==> src/rtl/pf_io_dly_ctrl.sv <==
// pf_io_dly_ctrl
// Sequences the dynamic input delay line of a PF_IO receive buffer.
// Tap requests (SET / INC / DEC / LOAD) arrive over a valid/ready handshake and
// are turned into DELAY_LINE_MOVE / DIRECTION / LOAD pulses while the current
// tap is tracked locally and out-of-range conditions are reported on ERR.
//
// Ports
//   CLK, RESETN               clock (rising edge), async active-low reset
//   REQ_VALID/READY           request handshake, accepted when both high
//   REQ_OP                    00 SET, 01 INC, 10 DEC, 11 LOAD
//   REQ_TAP                   target tap for SET
//   DONE, ERR                 one-cycle completion pulse, ERR valid with DONE
//   CUR_TAP                   tracked tap
//   DELAY_LINE_MOVE/DIRECTION step pulse and direction (1 = increment)
//   DELAY_LINE_LOAD           reload to static tap
//   DELAY_LINE_OUT_OF_RANGE   end-stop indication from PF_IO
//
// Build option: PF_IO_DLY_CTRL_SYNC_OOR_EN adds a 2-flop synchronizer on
// DELAY_LINE_OUT_OF_RANGE and stretches each gap by two cycles to cover it.
//
// state    | meaning
// ---------+--------------------------------------------------------------
// ST_INIT  | first cycle after reset, launches the reload
// ST_IDLE  | ready for a request
// ST_CHECK | range check, step count and direction
// ST_MOVE  | MOVE pulse high
// ST_GAP   | idle gap after a step, OUT_OF_RANGE sampled on its last cycle
// ST_LOAD  | LOAD held high (after reset or on a LOAD request)
// ST_FIN   | DONE pulse with ERR

module pf_io_dly_ctrl #(
    parameter int NUM_TAPS    = 128,
    parameter int TAP_W       = 7,
    parameter int INIT_TAP    = 0,
    parameter int MOVE_GAP    = 2,
    parameter int LOAD_CYCLES = 2
) (
    input  logic             CLK,
    input  logic             RESETN,
    input  logic             REQ_VALID,
    output logic             REQ_READY,
    input  logic [1:0]       REQ_OP,
    input  logic [TAP_W-1:0] REQ_TAP,
    output logic             DONE,
    output logic             ERR,
    output logic [TAP_W-1:0] CUR_TAP,
    output logic             DELAY_LINE_MOVE,
    output logic             DELAY_LINE_DIRECTION,
    output logic             DELAY_LINE_LOAD,
    input  logic             DELAY_LINE_OUT_OF_RANGE
);

    localparam logic [1:0] OP_SET  = 2'b00;
    localparam logic [1:0] OP_INC  = 2'b01;
    localparam logic [1:0] OP_DEC  = 2'b10;
    localparam logic [1:0] OP_LOAD = 2'b11;

    localparam logic [TAP_W-1:0] TAP_ONE  = TAP_W'(1);
    localparam logic [TAP_W-1:0] TAP_ZERO = TAP_W'(0);
    localparam logic [TAP_W-1:0] TAP_MAX  = TAP_W'(NUM_TAPS - 1);
    localparam logic [TAP_W-1:0] TAP_INIT = TAP_W'(INIT_TAP);

    typedef enum logic [2:0] {
        ST_INIT, ST_IDLE, ST_CHECK, ST_MOVE, ST_GAP, ST_LOAD, ST_FIN
    } state_t;

    logic oor_s;

`ifdef PF_IO_DLY_CTRL_SYNC_OOR_EN
    localparam int GAP_LEN = MOVE_GAP + 2;
    logic [1:0] oor_sync;

    always_ff @(posedge CLK or negedge RESETN) begin
        if (!RESETN) oor_sync <= 2'b00;
        else         oor_sync <= {oor_sync[0], DELAY_LINE_OUT_OF_RANGE};
    end
    assign oor_s = oor_sync[1];
`else
    localparam int GAP_LEN = MOVE_GAP;
    assign oor_s = DELAY_LINE_OUT_OF_RANGE;
`endif

    state_t           state;
    logic [1:0]       op_q;
    logic [TAP_W-1:0] tap_q;
    logic [TAP_W-1:0] steps;
    logic [15:0]      cnt;
    logic             from_init;

    always_ff @(posedge CLK or negedge RESETN) begin
        if (!RESETN) begin
            state                <= ST_INIT;
            op_q                 <= OP_SET;
            tap_q                <= TAP_ZERO;
            steps                <= TAP_ZERO;
            cnt                  <= 16'd0;
            from_init            <= 1'b0;
            REQ_READY            <= 1'b0;
            DONE                 <= 1'b0;
            ERR                  <= 1'b0;
            CUR_TAP              <= TAP_INIT;
            DELAY_LINE_MOVE      <= 1'b0;
            DELAY_LINE_DIRECTION <= 1'b0;
            DELAY_LINE_LOAD      <= 1'b0;
        end else begin
            DONE <= 1'b0;
            case (state)
                ST_INIT: begin
                    DELAY_LINE_LOAD <= 1'b1;
                    cnt             <= 16'(LOAD_CYCLES - 1);
                    from_init       <= 1'b1;
                    state           <= ST_LOAD;
                end
                ST_IDLE: begin
                    if (REQ_VALID) begin
                        op_q      <= REQ_OP;
                        tap_q     <= REQ_TAP;
                        REQ_READY <= 1'b0;
                        state     <= ST_CHECK;
                    end
                end
                ST_CHECK: begin
                    case (op_q)
                        OP_SET: begin
                            if (32'(tap_q) >= NUM_TAPS) begin
                                DONE  <= 1'b1;
                                ERR   <= 1'b1;
                                state <= ST_FIN;
                            end else if (tap_q == CUR_TAP) begin
                                DONE  <= 1'b1;
                                ERR   <= 1'b0;
                                state <= ST_FIN;
                            end else begin
                                DELAY_LINE_DIRECTION <= (tap_q > CUR_TAP);
                                steps <= (tap_q > CUR_TAP) ? (tap_q - CUR_TAP) : (CUR_TAP - tap_q);
                                DELAY_LINE_MOVE      <= 1'b1;
                                state                <= ST_MOVE;
                            end
                        end
                        OP_INC, OP_DEC: begin
                            if ((op_q == OP_INC && CUR_TAP == TAP_MAX) ||
                                (op_q == OP_DEC && CUR_TAP == TAP_ZERO)) begin
                                DONE  <= 1'b1;
                                ERR   <= 1'b1;
                                state <= ST_FIN;
                            end else begin
                                DELAY_LINE_DIRECTION <= (op_q == OP_INC);
                                steps                <= TAP_ONE;
                                DELAY_LINE_MOVE      <= 1'b1;
                                state                <= ST_MOVE;
                            end
                        end
                        default: begin
                            DELAY_LINE_LOAD <= 1'b1;
                            cnt             <= 16'(LOAD_CYCLES - 1);
                            from_init       <= 1'b0;
                            state           <= ST_LOAD;
                        end
                    endcase
                end
                ST_MOVE: begin
                    DELAY_LINE_MOVE <= 1'b0;
                    cnt             <= 16'(GAP_LEN - 1);
                    state           <= ST_GAP;
                end
                ST_GAP: begin
                    if (cnt != 16'd0) begin
                        cnt <= cnt - 16'd1;
                    end else if (oor_s) begin
                        // End stop hit: the step just issued did not take effect.
                        DONE  <= 1'b1;
                        ERR   <= 1'b1;
                        state <= ST_FIN;
                    end else begin
                        CUR_TAP <= DELAY_LINE_DIRECTION ? (CUR_TAP + TAP_ONE) : (CUR_TAP - TAP_ONE);
                        steps   <= steps - TAP_ONE;
                        if (steps == TAP_ONE) begin
                            DONE  <= 1'b1;
                            ERR   <= 1'b0;
                            state <= ST_FIN;
                        end else begin
                            DELAY_LINE_MOVE <= 1'b1;
                            state           <= ST_MOVE;
                        end
                    end
                end
                ST_LOAD: begin
                    if (cnt != 16'd0) begin
                        cnt <= cnt - 16'd1;
                    end else begin
                        DELAY_LINE_LOAD <= 1'b0;
                        CUR_TAP         <= TAP_INIT;
                        if (from_init) begin
                            // Power-up reload is silent: straight to IDLE, no DONE.
                            REQ_READY <= 1'b1;
                            state     <= ST_IDLE;
                        end else begin
                            DONE  <= 1'b1;
                            ERR   <= 1'b0;
                            state <= ST_FIN;
                        end
                    end
                end
                ST_FIN: begin
                    REQ_READY <= 1'b1;
                    state     <= ST_IDLE;
                end
                default: state <= ST_INIT;
            endcase
        end
    end

endmodule

==> config.mk <==
export PLATFORM = sky130hd
export DESIGN_NAME = pf_io_dly_ctrl
export DESIGN_NICKNAME = d
export VERILOG_FILES = /design/src/rtl/pf_io_dly_ctrl.sv
export SDC_FILE = /design/constraint.sdc
export NUM_CORES = 1
export LEC_CHECK = 0
export ABC_AREA = 1
export BUFFER_PORTS_ARGS = -buffer_cell sky130_fd_sc_hd__buf_2
export CELL_PAD_IN_SITES_DETAIL_PLACEMENT = 0
export CELL_PAD_IN_SITES_GLOBAL_PLACEMENT = 2
export CORE_ASPECT_RATIO = 0.5
export CORE_MARGIN = 5
export CORE_UTILIZATION = 34
export DETAILED_ROUTE_END_ITERATION = 8
export HOLD_SLACK_MARGIN = 0.06
export PLACE_DENSITY = 0.77
export RECOVER_POWER = 100
export SYNTH_ARGS = -nofsm -noshare
export SYNTH_HDL_FRONTEND = slang
export SYNTH_SLANG_ARGS = --single-unit
==> constraint.sdc <==
create_clock -name CLK -period 2.45 [get_ports CLK]
set_input_delay 0.49 -clock CLK [delete_from_list [all_inputs] [get_ports CLK]]
set_output_delay 0.49 -clock CLK [all_outputs]
set_load 0.1 [all_outputs]
Yosys cells after proc, flatten, opt, wreduce, memory -nomap -nowiden:

Cells that the tools add are included.

* add/sub/neg operators: 6
* multipliers: 0
* divide/modulo/power cells: 0
* order comparisons: 1
* equality and inequality tests: 28
* shifts and indexed selects: 0
* mux-type cells: 62
* bitwise gates (word level): 0
* reduce and logical (&&, ||, !) cells: 31

Operators with widths (count)
* $mux W7: 9
* $pmux W16 S3: 1
* $pmux W7 S2: 3
* $mux W16: 2
* $mux W1: 27
* $mux W3: 8
* $pmux W3 S7: 1
* $ne A2 B2 Y1 const B: 10
* $reduce_bool A16 Y1: 1
* $sub A16 B1 Y16 const B: 1
* $ne A3 B3 Y1 const B: 5
* $pmux W1 S3: 5
* $reduce_bool A3 Y1: 5
* $sub A7 B1 Y7 const B: 2
* $sub A7 B7 Y7: 2
* $reduce_and A4 Y1: 3
* $pmux W1 S2: 5
* $eq A3 B3 Y1 const B: 3
* $reduce_and A3 Y1: 3
* $reduce_and A8 Y1: 1
* $reduce_bool A2 Y1: 4
* $add A7 B1 Y7 const B: 1
* $eq A7 B1 Y1 const B: 1
* $eq A7 B7 Y1: 1
* other kinds (19): 24

* register bits after elaboration: 49
* latch bits: 0
* RAM bits: 0
* ROM bits: 0
* input bits: 13
* output and inout bits: 13
* word-level logic and storage cells: 141
* memories: 0

Logic depth before layout (Yosys ltp):

Gate-level depths: netlist (run 1).

* depth in word-level cells: 6
* gate-level depth with buffers: 15
* gate-level depth less buffers: 14

Least setup slack after synthesis (run 1):

No wires, ideal clock.

* path kind: register -> register
* start point: register CUR_TAP[1]
* end point: register ERR
* setup time: 0.122 ns
* arrival time: 2.397 ns
* data required time: 2.328 ns
* slack: -0.069 ns
* stages on the path, launching flop included: 12
* buffers on the path: 0
* period minus slack after synthesis: 2.519 ns
* cells stage by stage: dfrtp_1 -> inv_1 -> ha_1 -> nand2_1 -> nor2_1 -> nand2_1 -> nand3_1 -> nand2_1 -> nor2_1 -> nand3_1 -> nand2_1 -> nand2_1

* word-level cells in the longest chain between the ends: 5
* elaborated cells between the ends (all ways): 9
* classes of those cells: eq/ne (4); reduce/logical (5)

Ends and longest elaborated chain
* start: declaration: RTL line 46 `output logic [TAP_W-1:0] CUR_TAP,`
* start signal: assignment: RTL line 175 `CUR_TAP <= DELAY_LINE_DIRECTION ? (CUR_TAP + TAP_ONE) : (CUR_TAP - TAP_ONE);`
* $eq A7 B7 Y1 / $logic_not A7 Y1 (equally long branches): RTL line 141, 142
* $logic_and A1 B1 Y1 (on tied branches): RTL line 141, 142
* $logic_or A1 B1 Y1: RTL line 141 `if ((op_q == OP_INC && CUR_TAP == TAP_MAX) ||`
* $ne A3 B3 Y1 (no source line)
* $reduce_and A8 Y1 (no source line) *
* end signal: assignment: RTL line 131 `ERR <= 1'b0;`
* end signal: assignment: RTL line 144 `ERR <= 1'b1;`
* end signal: assignment: RTL line 172 `ERR <= 1'b1;`
* end: declaration: RTL line 45 `output logic ERR,`

Every way passes the cells marked *; elsewhere a longest branch is shown, timed or not.
A chain may end at the register's enable or synchronous reset.

Final worst setup path (run 1):

* start point: register CUR_TAP[1]
* end point: output CUR_TAP[1]

No word-level cell between the ends.

==> metrics.md, run 1 <==
| Metric | Value |
|---|---|
| Run status | finished, final reports clean |
| TritonCTS clock tree | yes |
| Final WL | 10300 µm |
| Share of cells above drive strength 1 | 7.86% |
| CP top delay family | buffers and inverters |
| Post-Syn Area | 0.00389 mm² |
| Crit path required time | 1.96 ns |
| Syn Area/Cell | 6.73 µm² |
| Number of flops mapped to enable cells by yosys | 0 |
| ANT nets after route | 0 |
| Post-route setup TNS | 0 ns |
| Unique masters post-synth | 43 |
| Slack of the critical path | 0.255 ns |
| Crit-path max FO | 7 |
| CTS buffer count | 5 |
| Site Rows | 27 |
| Max Clk Rate | 456 MHz |
| DR iter-0 viols | 174 |
| H-tree depth | 2 |
| Max-cap violations | 0 |
| Post-cts gate resize count | 0 |
| Vias in the first global route | 3675 |
| RSZ-0062 raised after global routing | false |
| Yosys warns | 0 |
| Top_reg_cell synth | dfrtp_1 |
| Crit Path Category | reg -> out |
| Setup Buffers After CTS | 0 |
| Pin count of the biggest net entering global routing | 27 |
| Hold_buf cts | 0 |
| Post-synth top area share | 31.5% |
| Type of the worst min-delay path | in -> reg |
| GRT Residual Overflow | 0 |
| Dpl hpwl | 8350 µm |
| # IOs | 26 |
| Number of antenna violations at the first check in global routing | 0 |
| Synth Net Count | 620 |
| Top cells by area, synth | dfrtp_1 32%, nand2_1 17%, ha_1 8.4%, nor2_1 7.5%, inv_1 6.8% |
| Final Non-Filler Cells | 756 |
| Worst Max-Slew Pin Slew | 1.39 ns |
| Die Area | 0.0138 mm² |
| Cell type of the slowest stage on the worst timing path | clkbuf_1 |
| Routed wire per std cell | 13.7 µm |
| Core Region | 0.0111 mm² |
| Drt pass-1 iters | 4 |
| Syn Inst Count | 578 |
| WP data arrival | 1.70 ns |
| Crit share post-route | 89.6% |
| Yosys top cell by area | dfrtp_1 |
| CTS clk-pin slew, worst paths | 0.07 ns |
| Yosys reg bits | 49 |
| Kind of start point of the critical path | register |
| DP Cell Count | 748 |
| Via count | 3622 |
| Crit path cell chain | buf_4, clkbuf_1 |
| Slew HR | 7.45% |
| Final setup skew | 0.00987 ns |
| CP endpoint kind | primary output |
| Sequential cell area fraction in the yosys report | 31.5% |
| Fin. Hold Viols | 0 |
| Pre-CTS WS | 0.293 ns |
| Diodes inserted | 0 |
| Root Driver | clkbuf_16 |
| Most common cell after layout, fill and taps aside | nand2_1 |
| Final Max Tran Viols | 0 |
| Commonest cells after routing, fill and taps aside | 180 x nand2_1, 80 x nor2_1, 73 x inv_1 |
| First-pass GRT wire length | 17700 µm |
| Final setup violation count | 0 |
| Async SR Flop Fraction | 100% |
| CP max stage delay | 0.88 ns |
| Clock sinks | 49 |
| GP Congestion | 0.795 |
| Vias/cell | 4.79 |
| Total Routing Usage GR | 15.7% |
| DRC Markers | 0 |
| Layout area overhead | 10.9% |
| Initial Utilization | 35.1% |
| I/O Buffers | 25 |
| Later-pin clock latency in the skew report | 0.29 ns |
| Max Buffers Root-to-Sink | 2 |
| Die Y | 85.6 µm |
| Sum of buffers and inverters on the critical path | 2 |
| Period minus WS final | 2.19 ns |
| Die W | 161 µm |
| Final #Nets | 652 |
-- cells by family (layout without fill, tap and decap cells) --
kind of cell / count (synthesis) / in the layout / synth area share (%)
flops: 49 / 49 / 31.5
mux: 1 / 1 / 0.289
simple gates: 336 / 336 / 37.3
compound gates: 63 / 63 / 8.97
buf+inv: 85 / 118 / 8.65
fa+ha+maj: 29 / 29 / 9.90
xor+xnor: 15 / 15 / 3.38
-- through the flow --
step	cell area, µm²	util (%)	hold slack, ns
detailed placement	4220	38.1	0.458
CTS	4380	39.6	0.221
finish	4320	39.0	0.400
global route	4320	39.0	0.401
global placement	4220	38.1	0.461
floorplan	3900	-	0.194
-- cell usage after synthesis (2+ instances only) --
cell type,count
nand2_2,4
nand3_1,40
or2_2,3
nor2_2,2
nand2_1,178
nor4_1,2
ha_1,26
dfrtp_1,49
xnor2_1,7
nand4_1,11
inv_2,8
nor2_1,78
xor2_1,8
inv_1,70
nor2_4,2
nand3b_1,3
buf_2,3
fa_1,3
o21ai_1,11
a21oi_1,26
nor3_1,6
o21ai_0,17
-- cell type report --
type / instances / area [µm²]
Clock buffer: 6 / 129
Clock inverter: 2 / 35.0
Fill cell: 1230 / 6760
Sequential cell: 49 / 1230
Inverter: 80 / 300
Multi-Input combinational cell: 444 / 2300
Tap cell: 145 / 181
Timing Repair Buffer: 30 / 141
-- metal layers --
| metal | track usage (%) | part of all wire (%) | vias to the layer above |
|---|---|---|---|
| met5 | 0 | 0 | - |
| met2 | 26.1 | 45 | 16 |
| li1 | - | - | 1899 |
| met3 | 2.88 | 1.5 | 4 |
| met1 | 21.8 | 53 | 1703 |
| met4 | 2.79 | 0.57 | 0 |
-- sequential cells by signal, indices dropped and copies added, names as in the netlist --
| name | flops |
|---|---|
| REQ_READY | 1 |
| DONE | 1 |
| cnt | 16 |
| DELAY_LINE_DIRECTION | 1 |
| DELAY_LINE_LOAD | 1 |
| op_q | 2 |
| from_init | 1 |
| steps | 7 |
| DELAY_LINE_MOVE | 1 |
| state | 3 |
| ERR | 1 |
| tap_q | 7 |
| CUR_TAP | 7 |
-- worst paths after layout --
path	slack [ns]	to	depth (start not counted)	startpoint
worst min register to register	0.47	ERR	2	ERR
worst max-delay path	0.26	CUR_TAP[1]	2	CUR_TAP[1]
worst min-delay path	0.40	REQ_READY	2	REQ_VALID
max in group asynchronous	0.56	steps[6]	2	RESETN
worst max register to register	0.26	CUR_TAP[0]	10	state[1]
min in group asynchronous	0.50	cnt[8]	1	RESETN
-- worst reg2reg max path: cells and delay by family (launching register included) --
family | cells | cell delay [ns]
simple gates | 6 | 1.08
buf+inv | 3 | 0.41
flops | 1 | 0.41
compound gates | 1 | 0.15
Power of run 1 is not shown: default switching activity piles up to over one toggle a cycle in this logic, so the estimate is an artifact.
==> run 2, diff against run 1 <==
--- a/config.mk
+++ b/config.mk
@@ -11,10 +11,11 @@
 export CELL_PAD_IN_SITES_GLOBAL_PLACEMENT = 2
 export CORE_ASPECT_RATIO = 0.5
 export CORE_MARGIN = 5
-export CORE_UTILIZATION = 34
+export CORE_UTILIZATION = 35
+export CTS_BUF_LIST = sky130_fd_sc_hd__clkbuf_4 sky130_fd_sc_hd__clkbuf_8
 export DETAILED_ROUTE_END_ITERATION = 8
 export HOLD_SLACK_MARGIN = 0.06
-export PLACE_DENSITY = 0.77
+export PLACE_DENSITY = 0.79
 export RECOVER_POWER = 100
 export SYNTH_ARGS = -nofsm -noshare
 export SYNTH_HDL_FRONTEND = slang
==> run 2 against run 1 <==
  * Critical path depth is 7 higher
  * Critical endpoint is now cnt[10]
  * Cell count fell by 0.13%
  * Register-to-register slack about the same
  * Utilization up 0.21 points
==> metrics.md, run 2 (synthesis results as in run 1) <==
| Metric | Value |
|---|---|
| Highest routed layer | met4 |
| Top reg by flops | cnt |
| Crit-path max FO | 14 (+7) |
| Hold endpoint | REQ_READY |
| Final setup violation count | 0 (unchanged) |
| Worst hold start | REQ_VALID |
| Period minus WS final | 2.19 ns (+0.0000690 ns) |
| Fin. Hold Viols | 0 (unchanged) |
| Fin area | 0.00429 mm² (-0.70%) |
| Setup Buffers After CTS | 0 (unchanged) |
| Initial Utilization | 35.6% (+0.43 points) |
| Dpl hpwl | 8220 µm (-1.6%) |
| TritonCTS clock tree | yes |
| Total Routing Usage GR | 15.8% (+0.096 points) |
| ANT nets after route | 0 (unchanged) |
| Commonest cells after routing, fill and taps aside | 178 x nand2_1, 80 x nor2_1, 72 x inv_1 |
| Final #Nets | 651 (-0.15%) |
| Crit share post-route | 89.6% (about the same) |
| # fillers | 1224 (-0.49%) |
| Critical Path Start | state[1] |
| Max Clk Rate | 456 MHz (about the same) |
| Drt pass-1 iters | 4 (unchanged) |
| Vias/cell | 4.70 (-1.8%) |
| Placed cell area | 0.00420 mm² (-0.47%) |
| Hold_buf cts | 0 (unchanged) |
| # IOs | 26 (unchanged) |
| Final Non-Filler Cells | 755 (-0.13%) |
| Core Region | 0.0109 mm² (-1.2%) |
| CTS buffer count | 5 (unchanged) |
| Diodes inserted | 0 (unchanged) |
| DR iter-0 viols | 178 (+2.3%) |
| DRC Markers | 0 (unchanged) |
| First-pass GRT wire length | 17900 µm (+1.2%) |
| DP Cell Count | 747 (-0.13%) |
| Hold Slack | 0.377 ns (-0.0228 ns) |
| Seq. cell area | 0.00123 mm² (unchanged) |
| Pin count of the biggest net entering global routing | 26 (-3.7%) |
| Post-cts gate resize count | 0 (unchanged) |
| Internal reg-to-reg setup slack | 0.26 ns (about the same) |
| Metal-1 WL | 5320 µm (-3.5%) |
| Max-cap violations | 0 (unchanged) |
| Final setup skew | 0.00867 ns (-0.00120 ns) |
| Die W | 159 µm (-1.4%) |
| GP Congestion | 0.802 (+0.80%) |
| Clock sinks | 49 (unchanged) |
| GRT Residual Overflow | 0 (unchanged) |
| Via count | 3551 (-2.0%) |
| CTS clk-pin slew, worst paths | 0.10 ns (+0.03 ns) |
| R2R Path End | cnt[10] |
| Later-pin clock latency in the skew report | 0.31 ns (+0.02 ns) |
| Site Rows | 27 (unchanged) |
| Die Area | 0.0135 mm² (-2.6%) |
| Number of flip-flops in the largest register | 16 (unchanged) |
| Die Y | 84.6 µm (-1.3%) |
| Run status | finished, final reports clean |
| Type of the worst min-delay path | in -> reg |
| Hold depth | 2 (unchanged) |
| Vias in the first global route | 3612 (-1.7%) |
| Share of cells above drive strength 1 | 8.85% (+1.0 points) |
| Multi-input logic area | 0.00232 mm² (+0.82%) |
| Slew HR | 2.89% (-4.6 points) |
| Crit path required time | 2.65 ns (+0.69 ns) |
| Met3 wire length | 328 µm (+120%) |
| Kind of start point of the critical path | register |
| CP endpoint kind | register |
| Post-route setup TNS | 0 ns (unchanged) |
| Worst Max-Slew Pin Slew | 1.46 ns (+0.0685 ns) |
| I/O Buffers | 25 (unchanged) |
| Worst r2r src | state[1] |
| Number of antenna violations at the first check in global routing | 0 (unchanged) |
| H-tree depth | 2 (unchanged) |
| Max Buffers Root-to-Sink | 2 (unchanged) |
| Layout area overhead | 10.2% |
| Root Driver | clkbuf_8 |
| RSZ-0062 raised after global routing | false |
| Crit Path Category | reg -> reg |
| Final WL | 10200 µm (-0.98%) |
| Most common cell after layout, fill and taps aside | nand2_1 |
| Final Max Tran Viols | 0 (unchanged) |
| Met2 wire len | 4520 µm (-1.9%) |
| FF-to-FF path depth | 9 (-1) |
| Routed wire per std cell | 13.5 µm (-0.85%) |
| WP data arrival | 2.39 ns (+0.69 ns) |
## run 2: worst max-delay path: stages, from the launching register on
cell     delay [ns]
dfrtp_1        0.43
inv_2          0.10
nand2_1        0.09
nor2_1         0.34
inv_1          0.24
nand2_8        0.15
inv_4          0.08
o21ai_4        0.28
buf_4          0.25
o21ai_0        0.10
## run 2: area by class of cell
cell class                 instances  area share, %
clock buffer                       6           1.93
clock inverter                     2          0.876
inverter                          80           7.06
multi-input combinational        444           54.0
sequential                        49           28.8
tap                              145           4.23
timing repair buffer              29           3.12
## run 2: layer usage
metal | vias to the layer above | global-route usage [%]
met5 | - | 0
met4 | 0 | 2.17
met3 | 7 | 2.75
met2 | 36 | 25.7
met1 | 1610 | 22.6
li1 | 1898 | -
## run 2: worst max-delay path by stage
| stage | end | slack, ns | cells past startpoint |
|---|---|---|---|
| finish | cnt[10] | 0.26 | 9 |
| global placement | steps[5] | 0.22 | 10 |
| floorplan | CUR_TAP[6] | 0.05 | 7 |
| detailed placement | steps[5] | 0.18 | 10 |
| CTS | steps[5] | 0.14 | 10 |
| global route | cnt[7] | 0.05 | 10 |
## run 2: metrics by stage
step	utilization, %	setup WS (ns)
after floorplan	-	0.0467
after global placement	38.4	0.220
after detailed placement	38.4	0.183
after CTS	39.5	0.140
after global routing	39.2	0.0527
final	39.2	0.255
Power of run 2 is left out for the same reason.
==> run 3, diff against run 2 <==
--- a/config.mk
+++ b/config.mk
@@ -16,7 +16,7 @@
 export DETAILED_ROUTE_END_ITERATION = 8
 export HOLD_SLACK_MARGIN = 0.06
 export PLACE_DENSITY = 0.79
-export RECOVER_POWER = 100
+export RECOVER_POWER = 50
 export SYNTH_ARGS = -nofsm -noshare
 export SYNTH_HDL_FRONTEND = slang
 export SYNTH_SLANG_ARGS = --single-unit
==> run 3 against run 2 <==
  * Count of clock-buffer cells in the layout unchanged
  * Global-route usage did not move
  * Worst hold slack got worse by 0.0034 ns
  * Via count up 0.14%
  * First-iteration DRC count down 4.5%
  * Design area up 0.50%
  * Cell count stayed put
  * Utilization up 0.19 points
  * Sequential cell count unchanged
  * Die area is the same
  * Fmax increased by 2.0%
  * Critical path type unchanged
  * Largest cell class unchanged
==> metrics.md, run 3 (synthesis results as in run 1) <==
| Metric | Value |
|---|---|
| Hold_buf cts | 0 (unchanged) |
| Pin count of the biggest net entering global routing | 26 (unchanged) |
| Kind of start point of the critical path | register |
| DP Cell Count | 747 (unchanged) |
| Met3 wire length | 250 µm (-24%) |
| Max-cap violations | 0 (unchanged) |
| Commonest cells after routing, fill and taps aside | 178 x nand2_1, 79 x nor2_1, 70 x inv_1 |
| Crit path required time | 2.68 ns (+0.03 ns) |
| Initial Utilization | 35.6% (unchanged) |
| Max Buffers Root-to-Sink | 2 (unchanged) |
| Diodes inserted | 0 (unchanged) |
| Vias in the first global route | 3612 (unchanged) |
| Root Driver | clkbuf_8 |
| Setup Buffers After CTS | 0 (unchanged) |
| CTS buffer count | 5 (unchanged) |
| CP top delay family | simple AND/OR/NAND/NOR gates |
| First-pass GRT wire length | 17900 µm (unchanged) |
| I/O Buffers | 25 (unchanged) |
| CP endpoint kind | register |
| Period minus WS final | 2.15 ns (-0.0429 ns) |
| Final Non-Filler Cells | 755 (unchanged) |
| Most common cell after layout, fill and taps aside | nand2_1 |
| Final WL | 10300 µm (+0.28%) |
| Final Max Tran Viols | 0 (unchanged) |
| Clock sinks | 49 (unchanged) |
| Share of cells above drive strength 1 | 10.5% (+1.6 points) |
| Run status | finished, final reports clean |
| Pre-CTS WS | 0.183 ns (unchanged) |
| Post-route setup TNS | 0 ns (unchanged) |
| DR iter-0 viols | 170 (-4.5%) |
| Crit path cell chain | inv_1, ha_1, nand2_1, nor2_1, nand2_2, nand2_2, inv_1, nand2_1, nand3_1, a21oi_1 |
| Fin. Hold Viols | 0 (unchanged) |
| H-tree depth | 2 (unchanged) |
| ANT nets after route | 0 (unchanged) |
| CTS clk-pin slew, worst paths | 0.10 ns (about the same) |
| Cell type of the slowest stage on the worst timing path | dfrtp_2 |
| Final setup violation count | 0 (unchanged) |
| Die Y | 84.6 µm (unchanged) |
| Type of the worst min-delay path | in -> reg |
| Die W | 159 µm (unchanged) |
| Site Rows | 27 (unchanged) |
| GRT Residual Overflow | 0 (unchanged) |
| Met2 wire len | 4530 µm (+0.24%) |
| RSZ-0062 raised after global routing | false |
| Top reg by flops | cnt |
| Max Clk Rate | 465 MHz (+2.0%) |
| Final #Nets | 651 (unchanged) |
| Drt pass-1 iters | 4 (unchanged) |
| GP Congestion | 0.802 (unchanged) |
| Crit share post-route | 87.8% (-1.8 points) |
| Die Area | 0.0135 mm² (unchanged) |
| Layout area overhead | 10.7% |
| Total Routing Usage GR | 15.8% (unchanged) |
| DRC Markers | 0 (unchanged) |
| Highest routed layer | met4 |
| Vias/cell | 4.71 (+0.14%) |
| CP max stage delay | 0.46 ns (+0.03 ns) |
| Dpl hpwl | 8220 µm (unchanged) |
| Worst Max-Slew Pin Slew | 1.45 ns (-0.00194 ns) |
| Core Region | 0.0109 mm² (unchanged) |
| Via count | 3556 (+0.14%) |
| Number of flip-flops in the largest register | 16 (unchanged) |
| Slew HR | 3.02% (+0.13 points) |
| Sum of buffers and inverters on the critical path | 2 (-2) |
| Number of antenna violations at the first check in global routing | 0 (unchanged) |
| Routed wire per std cell | 13.6 µm (+0.28%) |
| # IOs | 26 (unchanged) |
| Post-cts gate resize count | 0 (unchanged) |
| Crit Path Category | reg -> reg |
| Crit-path max FO | 8 (-6) |
| TritonCTS clock tree | yes |
| Final setup skew | 0.00944 ns (+0.000762 ns) |
| Later-pin clock latency in the skew report | 0.31 ns (about the same) |
| Metal-1 WL | 5410 µm (+1.8%) |
| Internal reg-to-reg setup slack | 0.30 ns (+0.04 ns) |
| WP data arrival | 2.39 ns (about the same) |
| Slack of the critical path | 0.298 ns (+0.0429 ns) |
[run 3: cell count changes in the layout (fill, tap and decap cells not counted), sizes merged]
cell,before,now
clkbuf,22,13
buf,13,22
[run 3: worst reg2reg max path, stage by stage (launching register included)]
cell	delay [ns]
dfrtp_2	0.46
inv_1	0.08
ha_1	0.44
nand2_1	0.09
nor2_1	0.23
nand2_2	0.17
nand2_2	0.20
inv_1	0.08
nand2_1	0.06
nand3_1	0.09
a21oi_1	0.17
[run 3: final timing paths]
kind                        endpoint  depth (start not counted)       start
min in group asynchronous     cnt[3]                          1      RESETN
hold reg to reg                  ERR                          2         ERR
setup / recovery            steps[5]                         10  CUR_TAP[3]
hold / removal             REQ_READY                          2   REQ_VALID
max in group asynchronous   steps[2]                          2      RESETN
setup reg to reg            steps[5]                         10  CUR_TAP[3]
[run 3: area by class of cell]
class	count	area [µm²]
clock buffers	6	82.6
clock inverters	2	37.5
fillers	1219	6640
inverters	80	303
multi-input cells	444	2330
flip-flops and latches	49	1230
well taps	145	181
repair buffers	29	143
[run 3: metal layers]
metal	vias to the layer above	track usage, %
met2	37	25.7
met4	0	2.17
met1	1616	22.6
li1	1896	-
met5	-	0
met3	7	2.75
[run 3: through the flow]
stage	instance area, µm²	util [%]	hold slack (ns)
3_3_place_gp	4200	38.4	0.465
6_report	4310	39.4	0.374
2_1_floorplan	3900	-	0.194
3_5_place_dp	4200	38.4	0.490
4_1_cts	4320	39.5	0.184
5_1_grt	4310	39.4	0.366
Power of run 3 is left out for the same reason.
